### config.mk
export PLATFORM = sky130hd
export DESIGN_NAME = cla_seq_adder_ctrl_flat
export DESIGN_NICKNAME = d
export VERILOG_FILES = /design/src/rtl/cla_seq_adder_ctrl_if.sv /design/src/rtl/cla_seq_adder_ctrl.sv /design/src/flat_wrapper.sv
export SDC_FILE = /design/constraint.sdc
export NUM_CORES = 1
export LEC_CHECK = 0
export ABC_AREA = 1
export BUFFER_PORTS_ARGS = -buffer_cell sky130_fd_sc_hd__buf_2
export CAP_MARGIN = 20
export CORE_AREA = 2 2 133 135
export DETAILED_ROUTE_END_ITERATION = 10
export DIE_AREA = 0 0 135 137
export PLACE_DENSITY = 0.81
export REMOVE_ABC_BUFFERS = 1
export SYNTH_ARGS = -nofsm -noshare
export SYNTH_HDL_FRONTEND = slang
export SYNTH_SLANG_ARGS = --single-unit
### constraint.sdc
create_clock -name clk -period 2.9 [get_ports clk]
set_input_delay 0.58 -clock clk [delete_from_list [all_inputs] [get_ports clk]]
set_output_delay 0.58 -clock clk [all_outputs]
set_load 0.03 [all_outputs]
### src/rtl/cla_seq_adder_ctrl_if.sv
// cla_seq_adder_ctrl_if: operand and result handshake bundle for the sequential CLA adder
interface cla_seq_adder_ctrl_if #(
  parameter int WIDTH = 64
);
  logic             in_valid;
  logic             in_ready;
  logic [WIDTH-1:0] a;
  logic [WIDTH-1:0] b;
  logic             cin;
  logic             out_valid;
  logic             out_ready;
  logic [WIDTH-1:0] sum;
  logic             cout;
  logic             ovf;
  modport master (
    output in_valid, a, b, cin, out_ready,
    input  in_ready, out_valid, sum, cout, ovf
  );
  modport slave (
    input  in_valid, a, b, cin, out_ready,
    output in_ready, out_valid, sum, cout, ovf
  );
endinterface

### src/rtl/cla_seq_adder_ctrl.sv
// cla_seq_adder_ctrl: WIDTH-bit adder that reuses one SLICE-bit carry-lookahead slice per cycle
module cla_seq_adder_ctrl #(
  parameter int WIDTH = 64,
  parameter int SLICE = 16
) (
  input logic               clk,
  input logic               rst_n,
  cla_seq_adder_ctrl_if.slave bus
);
  localparam int NS = WIDTH / SLICE;
  localparam int IW = NS > 1 ? $clog2(NS) : 1;
  typedef enum logic [1:0] {IDLE, RUN, DONE} state_t;
  state_t           r_state;
  state_t           w_next;
  logic [IW-1:0]    r_idx;
  logic [WIDTH-1:0] r_a;
  logic [WIDTH-1:0] r_b;
  logic [WIDTH-1:0] r_sum;
  logic             r_carry;
  logic             r_cout;
  logic             r_ovf;
  logic [SLICE-1:0] w_a_sl;
  logic [SLICE-1:0] w_b_sl;
  logic [SLICE-1:0] w_p;
  logic [SLICE-1:0] w_g;
  logic [SLICE-1:0] w_s;
  logic [SLICE:0]   w_c;
  logic             w_accept;
  logic             w_release;
  logic             w_last;

  if (WIDTH % SLICE != 0) begin : g_bad_slice
    $error("cla_seq_adder_ctrl: WIDTH must be a multiple of SLICE");
  end

  assign w_a_sl    = r_a[r_idx*SLICE +: SLICE];
  assign w_b_sl    = r_b[r_idx*SLICE +: SLICE];
  assign w_p       = w_a_sl ^ w_b_sl;
  assign w_g       = w_a_sl & w_b_sl;
  assign w_s       = w_p ^ w_c[SLICE-1:0];
  assign w_last    = r_idx == IW'(NS - 1);
  assign w_accept  = r_state == IDLE && bus.in_valid;
  assign w_release = r_state == DONE && bus.out_ready;

  assign bus.in_ready  = r_state == IDLE;
  assign bus.out_valid = r_state == DONE;
  assign bus.sum       = r_sum;
  assign bus.cout      = r_cout;
  assign bus.ovf       = r_ovf;

  // Lookahead carries: each c[i+1] is a flat sum of products over g/p and the slice carry-in,
  // so no carry depends on the previous bit's carry net.
  always_comb begin
    logic v_term;
    logic v_prop;
    w_c    = '0;
    v_term = 1'b0;
    v_prop = 1'b1;
    w_c[0] = r_carry;
    for (int i = 0; i < SLICE; i++) begin
      v_term = 1'b0;
      v_prop = 1'b1;
      for (int j = i; j >= 0; j--) begin
        v_term = v_term | (v_prop & w_g[j]);
        v_prop = v_prop & w_p[j];
      end
      w_c[i+1] = v_term | (v_prop & r_carry);
    end
  end

  // State register
  always_ff @(posedge clk) begin
    r_state <= !rst_n ? IDLE : w_next;
  end

  // Next state: accept in IDLE, step through slices in RUN, hand off the result in DONE
  always_comb begin
    w_next = r_state;
    case (r_state)
      IDLE:    w_next = w_accept ? RUN : IDLE;
      RUN:     w_next = w_last ? DONE : RUN;
      DONE:    w_next = w_release ? IDLE : DONE;
      default: w_next = IDLE;
    endcase
  end

  // Datapath: capture operands on accept, then fold one slice per RUN cycle into the sum
  always_ff @(posedge clk) begin
    if (!rst_n) begin
      r_idx   <= '0;
      r_a     <= '0;
      r_b     <= '0;
      r_sum   <= '0;
      r_carry <= 1'b0;
      r_cout  <= 1'b0;
      r_ovf   <= 1'b0;
    end else if (w_accept) begin
      r_a     <= bus.a;
      r_b     <= bus.b;
      r_carry <= bus.cin;
      r_sum   <= '0;
      r_idx   <= '0;
    end else if (r_state == RUN) begin
      r_sum[r_idx*SLICE +: SLICE] <= w_s;
      r_carry <= w_c[SLICE];
      r_idx   <= r_idx + IW'(1);
      if (w_last) begin
        r_cout <= w_c[SLICE];
        r_ovf  <= w_c[SLICE] ^ w_c[SLICE-1];
      end
    end
  end
endmodule

### src/flat_wrapper.sv
// flat-port wrapper written by rule: the top's interface ports become plain ports
module cla_seq_adder_ctrl_flat 
#(
  parameter int WIDTH = 64,
  parameter int SLICE = 16
)
  (clk, rst_n, bus_in_valid, bus_a, bus_b, bus_cin, bus_out_ready, bus_in_ready, bus_out_valid, bus_sum, bus_cout, bus_ovf);
  cla_seq_adder_ctrl_if #(.WIDTH(WIDTH)) bus_i ();
  input logic clk;
  input logic rst_n;
  input wire logic [$bits(bus_i.in_valid)-1:0] bus_in_valid;
  input wire logic [$bits(bus_i.a)-1:0] bus_a;
  input wire logic [$bits(bus_i.b)-1:0] bus_b;
  input wire logic [$bits(bus_i.cin)-1:0] bus_cin;
  input wire logic [$bits(bus_i.out_ready)-1:0] bus_out_ready;
  output wire logic [$bits(bus_i.in_ready)-1:0] bus_in_ready;
  output wire logic [$bits(bus_i.out_valid)-1:0] bus_out_valid;
  output wire logic [$bits(bus_i.sum)-1:0] bus_sum;
  output wire logic [$bits(bus_i.cout)-1:0] bus_cout;
  output wire logic [$bits(bus_i.ovf)-1:0] bus_ovf;
  assign bus_i.in_valid = bus_in_valid;
  assign bus_i.a = bus_a;
  assign bus_i.b = bus_b;
  assign bus_i.cin = bus_cin;
  assign bus_i.out_ready = bus_out_ready;
  assign bus_in_ready = bus_i.in_ready;
  assign bus_out_valid = bus_i.out_valid;
  assign bus_sum = bus_i.sum;
  assign bus_cout = bus_i.cout;
  assign bus_ovf = bus_i.ovf;
  cla_seq_adder_ctrl #(.WIDTH(WIDTH), .SLICE(SLICE)) u_core (.clk(clk), .rst_n(rst_n), .bus(bus_i));
endmodule
* After elaboration in Yosys (flattened, before gate mapping)
Index checks and enable logic that the tools add are counted.
** Cells by class
- Shift operators :: 4
- Muxes and demuxes :: 7
- Eq/ne operators :: 3
- Add/sub/neg operators :: 2
- Bitwise operators :: 398
- Reduce and logical (&&, ||, !) cells :: 6
** Operator list (count)
- $and A1 B1 Y1 :: 256
- $or A1 B1 Y1 :: 136
- $shiftx A64 B7 Y16 :: 2
- $bwmux W64 :: 1
- $shift A16 B34 Y64 const A :: 1
- $shiftx A16 B34 Y64 :: 1
- $neg A6 Y34 :: 1
- $xor A16 B16 Y16 :: 2
- $and A16 B16 Y16 :: 1
- $pmux W2 S3 :: 1
- $eq A2 B2 Y1 const B :: 2
- $mux W2 :: 2
- $mux W1 :: 3
- $reduce_and A3 Y1 :: 1
- $add A2 B1 Y2 const B :: 1
- $eq A2 B1 Y1 const B :: 1
- $logic_and A1 B1 Y1 :: 2
- $logic_not A2 Y1 :: 1
- $not A1 Y1 :: 2
- $reduce_bool A2 Y1 :: 1
- $reduce_or A2 Y1 :: 1
- $xor A1 B1 Y1 :: 1
** Storage, ports and cells
- Output and inout bits :: 68
- Input bits :: 133
- Register bits after elaboration :: 199

* Depth between registers and ports, before layout
- Depth after elaboration :: 21
- Mapped depth :: 19
- Depth with buffers taken out :: 18

* Worst setup path before layout
Ideal clock, no wire load.
- Kind :: register to register
- Start :: register u_core.r_idx[0]
- End :: register u_core.r_carry
- Buffers on the path :: 3
- Slack :: 0.268 ns
- Clock period less this slack :: 2.632 ns
- Arrival time :: 2.517 ns
- Cell stages (with the launch flop) :: 16
- Required time :: 2.785 ns
- Path through :: dfxtp_1 > clkbuf_1 > clkbuf_1 > nor2_1 > o22ai_1 > ha_1 > buf_4 > nand3_1 > nand3_1 > nor2_1 > nand3_1 > nand2_1 > nand3_2 > a21boi_1 > o21ai_0 > and2_1
** On the way
- Longest elaborated chain between the ends :: 21
** Ends and longest elaborated chain
- start, declared :: RTL line cla_seq_adder_ctrl.sv:15 : logic [IW-1:0] r_idx;
- start signal, assigned :: RTL line cla_seq_adder_ctrl.sv:106 : r_idx <= r_idx + IW'(1);
- $shiftx A64 B7 Y16, on equally long branches :: RTL line cla_seq_adder_ctrl.sv:36, cla_seq_adder_ctrl.sv:37
- $xor A16 B16 Y16 or $and A16 B16 Y16 (tied branches) :: RTL line cla_seq_adder_ctrl.sv:38, cla_seq_adder_ctrl.sv:39
- $and A1 B1 Y1, on equally long branches :: RTL line cla_seq_adder_ctrl.sv:64, cla_seq_adder_ctrl.sv:65
- $or A1 B1 Y1, or another cell as far along (14 in a row) :: RTL line cla_seq_adder_ctrl.sv:64 : v_term = v_term | (v_prop & w_g[j]);
- $or A1 B1 Y1 or $and A1 B1 Y1 (tied branches) :: RTL line cla_seq_adder_ctrl.sv:64, cla_seq_adder_ctrl.sv:67
- $or A1 B1 Y1 (*) :: RTL line cla_seq_adder_ctrl.sv:67 : w_c[i+1] = v_term | (v_prop & r_carry);
- $mux W1 (*) :: RTL line cla_seq_adder_ctrl.sv:103 : end else if (r_state == RUN) begin
- $mux W1 (*) :: RTL line cla_seq_adder_ctrl.sv:97 : end else if (w_accept) begin
- end signal, assigned :: RTL line cla_seq_adder_ctrl.sv:100 : r_carry <= bus.cin;
- end signal, assigned :: RTL line cla_seq_adder_ctrl.sv:105 : r_carry <= w_c[SLICE];
- end, declared :: RTL line cla_seq_adder_ctrl.sv:19 : logic r_carry;
Mark *: on every way between the ends. The rest lies on a longest branch, timed or not. The select of a mux whose other input is x is not followed.
A chain may end at the register's enable or synchronous reset.

* Final worst setup path
- Start :: register u_core.r_idx[0]
- End :: register u_core.r_sum[54], in the netlist u_core.bus.sum[54]
** On the way
- Longest elaborated chain between the ends :: 21
** Ends and longest elaborated chain
- $shiftx A64 B7 Y16, on equally long branches :: RTL line cla_seq_adder_ctrl.sv:36, cla_seq_adder_ctrl.sv:37
- $xor A16 B16 Y16 or $and A16 B16 Y16 (tied branches) :: RTL line cla_seq_adder_ctrl.sv:38, cla_seq_adder_ctrl.sv:39
- $and A1 B1 Y1, on equally long branches :: RTL line cla_seq_adder_ctrl.sv:64, cla_seq_adder_ctrl.sv:65
- $or A1 B1 Y1, or another cell as far along (13 in a row) :: RTL line cla_seq_adder_ctrl.sv:64
- $or A1 B1 Y1 or $and A1 B1 Y1 (tied branches) :: RTL line cla_seq_adder_ctrl.sv:64, cla_seq_adder_ctrl.sv:67
- $or A1 B1 Y1 :: RTL line cla_seq_adder_ctrl.sv:67
- $xor A16 B16 Y16 :: RTL line cla_seq_adder_ctrl.sv:40 : assign w_s = w_p ^ w_c[SLICE-1:0];
- $shiftx A16 B34 Y64 :: RTL line cla_seq_adder_ctrl.sv:104 : r_sum[r_idx*SLICE +: SLICE] <= w_s;
- $bwmux W64 (*) :: RTL line cla_seq_adder_ctrl.sv:104
- end signal, assigned by index :: RTL line cla_seq_adder_ctrl.sv:104
- end, declared :: RTL line cla_seq_adder_ctrl.sv:18 : logic [WIDTH-1:0] r_sum;
Mark *: on every way between the ends. The rest lies on a longest branch, timed or not.

==> impl_metrics.tcl <==
set metrics [dict create \
    synth_warnings 0 \
    rows 48 \
    pre_cts_slack_ps 206 \
    min_period_over_period_pct 91.7 \
    port_buffers 200 \
    comb_power_share_pct 19.1 \
    power_frac_seq_pct 44.6 \
    synthSimpleGateAreaFrac_pct 29.4 \
    setup_tns_ps 0 \
    sw_frac_of_total_pct 29.2 \
    syn_inst 1302 \
    layoutNonFillerInstCount 1690 \
    gr-usage-met1_pct 33.3 \
    final_max_slew_viol_count 0 \
    crit_type "flip-flop to flip-flop" \
    clk_pin_slew_ps 70 \
    max-vdd-ir-drop_uv 466 \
    drv_cap 0 \
    final_core_utilization_pct 64.5 \
    die_h_um 137 \
    worst_slack_ps 241 \
    clk_latency_ps 440 \
    netlist_area_um2 9220 \
    synth_seq_cells 199 \
    synth_compound_area_share_pct 17.7 \
    tightestPinTransition_ps 786 \
    drt_iter0_drc 693 \
    hold_violations 0 \
    crit_fanout 43 \
    drive_above_1_share_pct 21.1 \
    max_freq_mhz 376 \
    cp.arrival_ps 3030 \
    ios 201 \
    top_usage_layer "met2" \
    intPower_mw 4.75 \
    p_leak_nw 4.86 \
    syn2layout_area_growth_pct 19.2 \
    switchingPower_mw 1.96 \
    synth_cell_types 39 \
    gr-usage-met2_pct 43.8 \
    initial_core_util_pct 54.1 \
    power_per_cell_area_nw_per_um2 610 \
    die_x_um 135 \
    multi_input_area_um2 4690 \
    fillers 1521 \
    seqCellArea_um2 3990 \
    cts_tree "built" \
    clk_path_buf_depth 2 \
    core_area_um2 17100 \
    route.vias.total 9104 \
    ant_nets 0 \
    dpl-instance-area_um2 10300 \
    routedWlPerCell_um 14.3 \
    first_global_vias 8120 \
    setup_violations 0 \
    path_cells "buf_12, o21ai_0, o22ai_1, ha_2, nand2_1, nand2_1, inv_2, nand2_2, nand2_2, inv_2, nand2_1, nand2_1, nand2_2, nand3_1, nor2_1, nand2_1, a21oi_1" \
    crit_required_ps 3270 \
    synth_top_family_by_area "simple AND/OR/NAND/NOR gates" \
    synth_area_per_cell_um2 7.08 \
    place_inst 1657 \
    status "completed" \
    antenna_found_initial 0 \
    grt_use_met3_pct 4.15 \
    period_needed_ps 2660 \
    cp_slowest_cell "dfxtp_2" \
    numCtsBuffers 17 \
    critPathLaunchType "flip-flop" \
    skew_ps 9.42 \
    nets 1608 \
    postCtsHoldBufs 0 \
    grt_first_pass_wirelength_mm 38.2 \
    rsz0062_at_grt "false" \
    p_clk_share_pct 36.3 \
    grt_max_degree 133 \
    drc 0 \
    place.gp.congestion 0.993 \
    gr-total-overflow 0 \
    ys_seq_area_share_pct 43.2 \
    dp_hpwl_mm 16.9 \
    synth_xor_area_share_pct 0.271 \
    cts_resized 0 \
    cts.sinks 199 \
    cpMostUsedCell "nand2_1" \
    hold_class "input pin to flip-flop" \
    muxShareOfSynthArea_pct 0 \
    vias_per_cell 5.39 \
    grtUsageTotal_pct 25.8 \
    cts_max_level 4 \
    slew_headroom_pct 47.6 \
    dr.pass1.iters 8 \
    clockRootBuffer "clkbuf_16" \
    finish.instance_area_um2 11000 \
    dieArea_um2 18500 \
    end_kind "flip-flop" \
    n_antenna_cell 0 \
    routed_wl_mm 24.1 \
    synthAdderAreaFrac_pct 3.20 \
    cpPeakStageDelay_ps 400 \
    post_cts_buffers 0 \
]
[cell type report]
class | instances | area share [%]
tap | 225 | 2.56
multi-input combinational | 969 | 42.7
timing repair buffer | 218 | 11.4
sequential | 199 | 36.2
clock inverter | 10 | 1.30
inverter | 47 | 1.63
clock buffer | 22 | 4.22
[stage by stage]
stage / total power, mW / hold slack (ps)
2_1_floorplan: 3.90 / 449
3_3_place_gp: 4.27 / 450
3_5_place_dp: 4.30 / 453
4_1_cts: 6.69 / 382
5_1_grt: 7.00 / 405
6_report: 6.71 / 388
[cell usage after synthesis, drive strengths merged]
| cell | number | share of area (%) |
|---|---|---|
| nor3 | 5 | 0.27 |
| o21ai | 195 | 11 |
| o211ai | 1 | 0.081 |
| clkbuf | 50 | 2.0 |
| ha | 22 | 3.0 |
| buf | 37 | 2.3 |
| fa | 1 | 0.22 |
| nor2 | 360 | 15 |
| nand2 | 182 | 8.2 |
| nand3 | 55 | 3.1 |
| nor4 | 1 | 0.23 |
| o22ai | 30 | 2.0 |
| o21bai | 1 | 0.081 |
| inv | 47 | 1.9 |
| a21boi | 2 | 0.16 |
| and2 | 1 | 0.068 |
| nand3b | 3 | 0.38 |
| or2 | 1 | 0.068 |
| nand4 | 26 | 1.8 |
| dfxtp | 199 | 43 |
| a22oi | 2 | 0.16 |
| xor2 | 2 | 0.27 |
| a32oi | 3 | 0.28 |
| a21oi | 76 | 4.3 |
[worst paths after layout]
| check | to | cells past startpoint | from | slack (ps) |
|---|---|---|---|---|
| setup / recovery | u_core.bus.sum[54]$_SDFFE_PP0P_ | 17 | u_core.r_idx[0]$_SDFFE_PP0P_ | 240 |
| hold / removal | u_core.r_a[20]$_SDFFE_PN0P_ | 3 | bus_a[20] | 390 |
| setup reg to reg | u_core.bus.sum[54]$_SDFFE_PP0P_ | 17 | u_core.r_idx[0]$_SDFFE_PP0P_ | 240 |
| hold reg to reg | u_core.bus.sum[17]$_SDFFE_PP0P_ | 2 | u_core.bus.sum[17]$_SDFFE_PP0P_ | 460 |
[state kept, by name, summed over array words and instances, names as in the netlist]
name	count
u_core.r_state	2
u_core.r_carry	1
u_core.bus.ovf	1
u_core.r_a	64
u_core.r_idx	2
u_core.r_b	64
u_core.bus.sum	64
u_core.bus.cout	1
[cells by family (layout without fill, tap and decap cells)]
family / count (synthesis) / count (layout)
and+or+nand+nor: 634 / 634
adders and majority gates: 23 / 23
xor gates and xnor gates: 2 / 2
AOI/OAI and AO/OA: 310 / 310
buffers and inverters: 134 / 297
DFF: 199 / 199
[per-layer routing]
metal / up-vias / wire length, um
met1: 4111 / 10800
li1: 4603 / -
met3: 38 / 1630
met2: 352 / 11300
met5: - / 0
met4: 0 / 459
[critical path: cells and delay by family, from the launching register on]
kind | cells | cell delay, ps
and+or+nand+nor | 10 | 970
AOI/OAI and AO/OA | 3 | 510
DFF | 1 | 400
adders and majority gates | 1 | 370
buffers and inverters | 3 | 330
[cell usage in the layout (no fill, tap or decap), drive strengths merged]
cell type    n
nand3b       3
nand2      182
a22oi        2
o21ai      195
dfxtp      199
o21bai       1
nand4       26
xor2         2
ha          22
a32oi        3
nor2       360
a21boi       2
inv         49
a21oi       76
and2         1
fa           1
o211ai       1
nor3         5
buf        217
o22ai       30
nand3       55
clkinvlp     4
clkbuf      23
nor4         1
or2          1
bufinv       3
clkinv       1
[power groups by stage]
stage / clock [mW] / sequential, mW / combinational, mW
6_report: 2.43 / 2.99 / 1.28
4_1_cts: 2.44 / 2.99 / 1.26
2_1_floorplan: 0 / 3.06 / 0.839
3_3_place_gp: 0 / 3.05 / 1.22
3_5_place_dp: 0 / 3.05 / 1.25
5_1_grt: 2.55 / 3.01 / 1.44
Note: power is estimated with default switching activity, not from simulation.
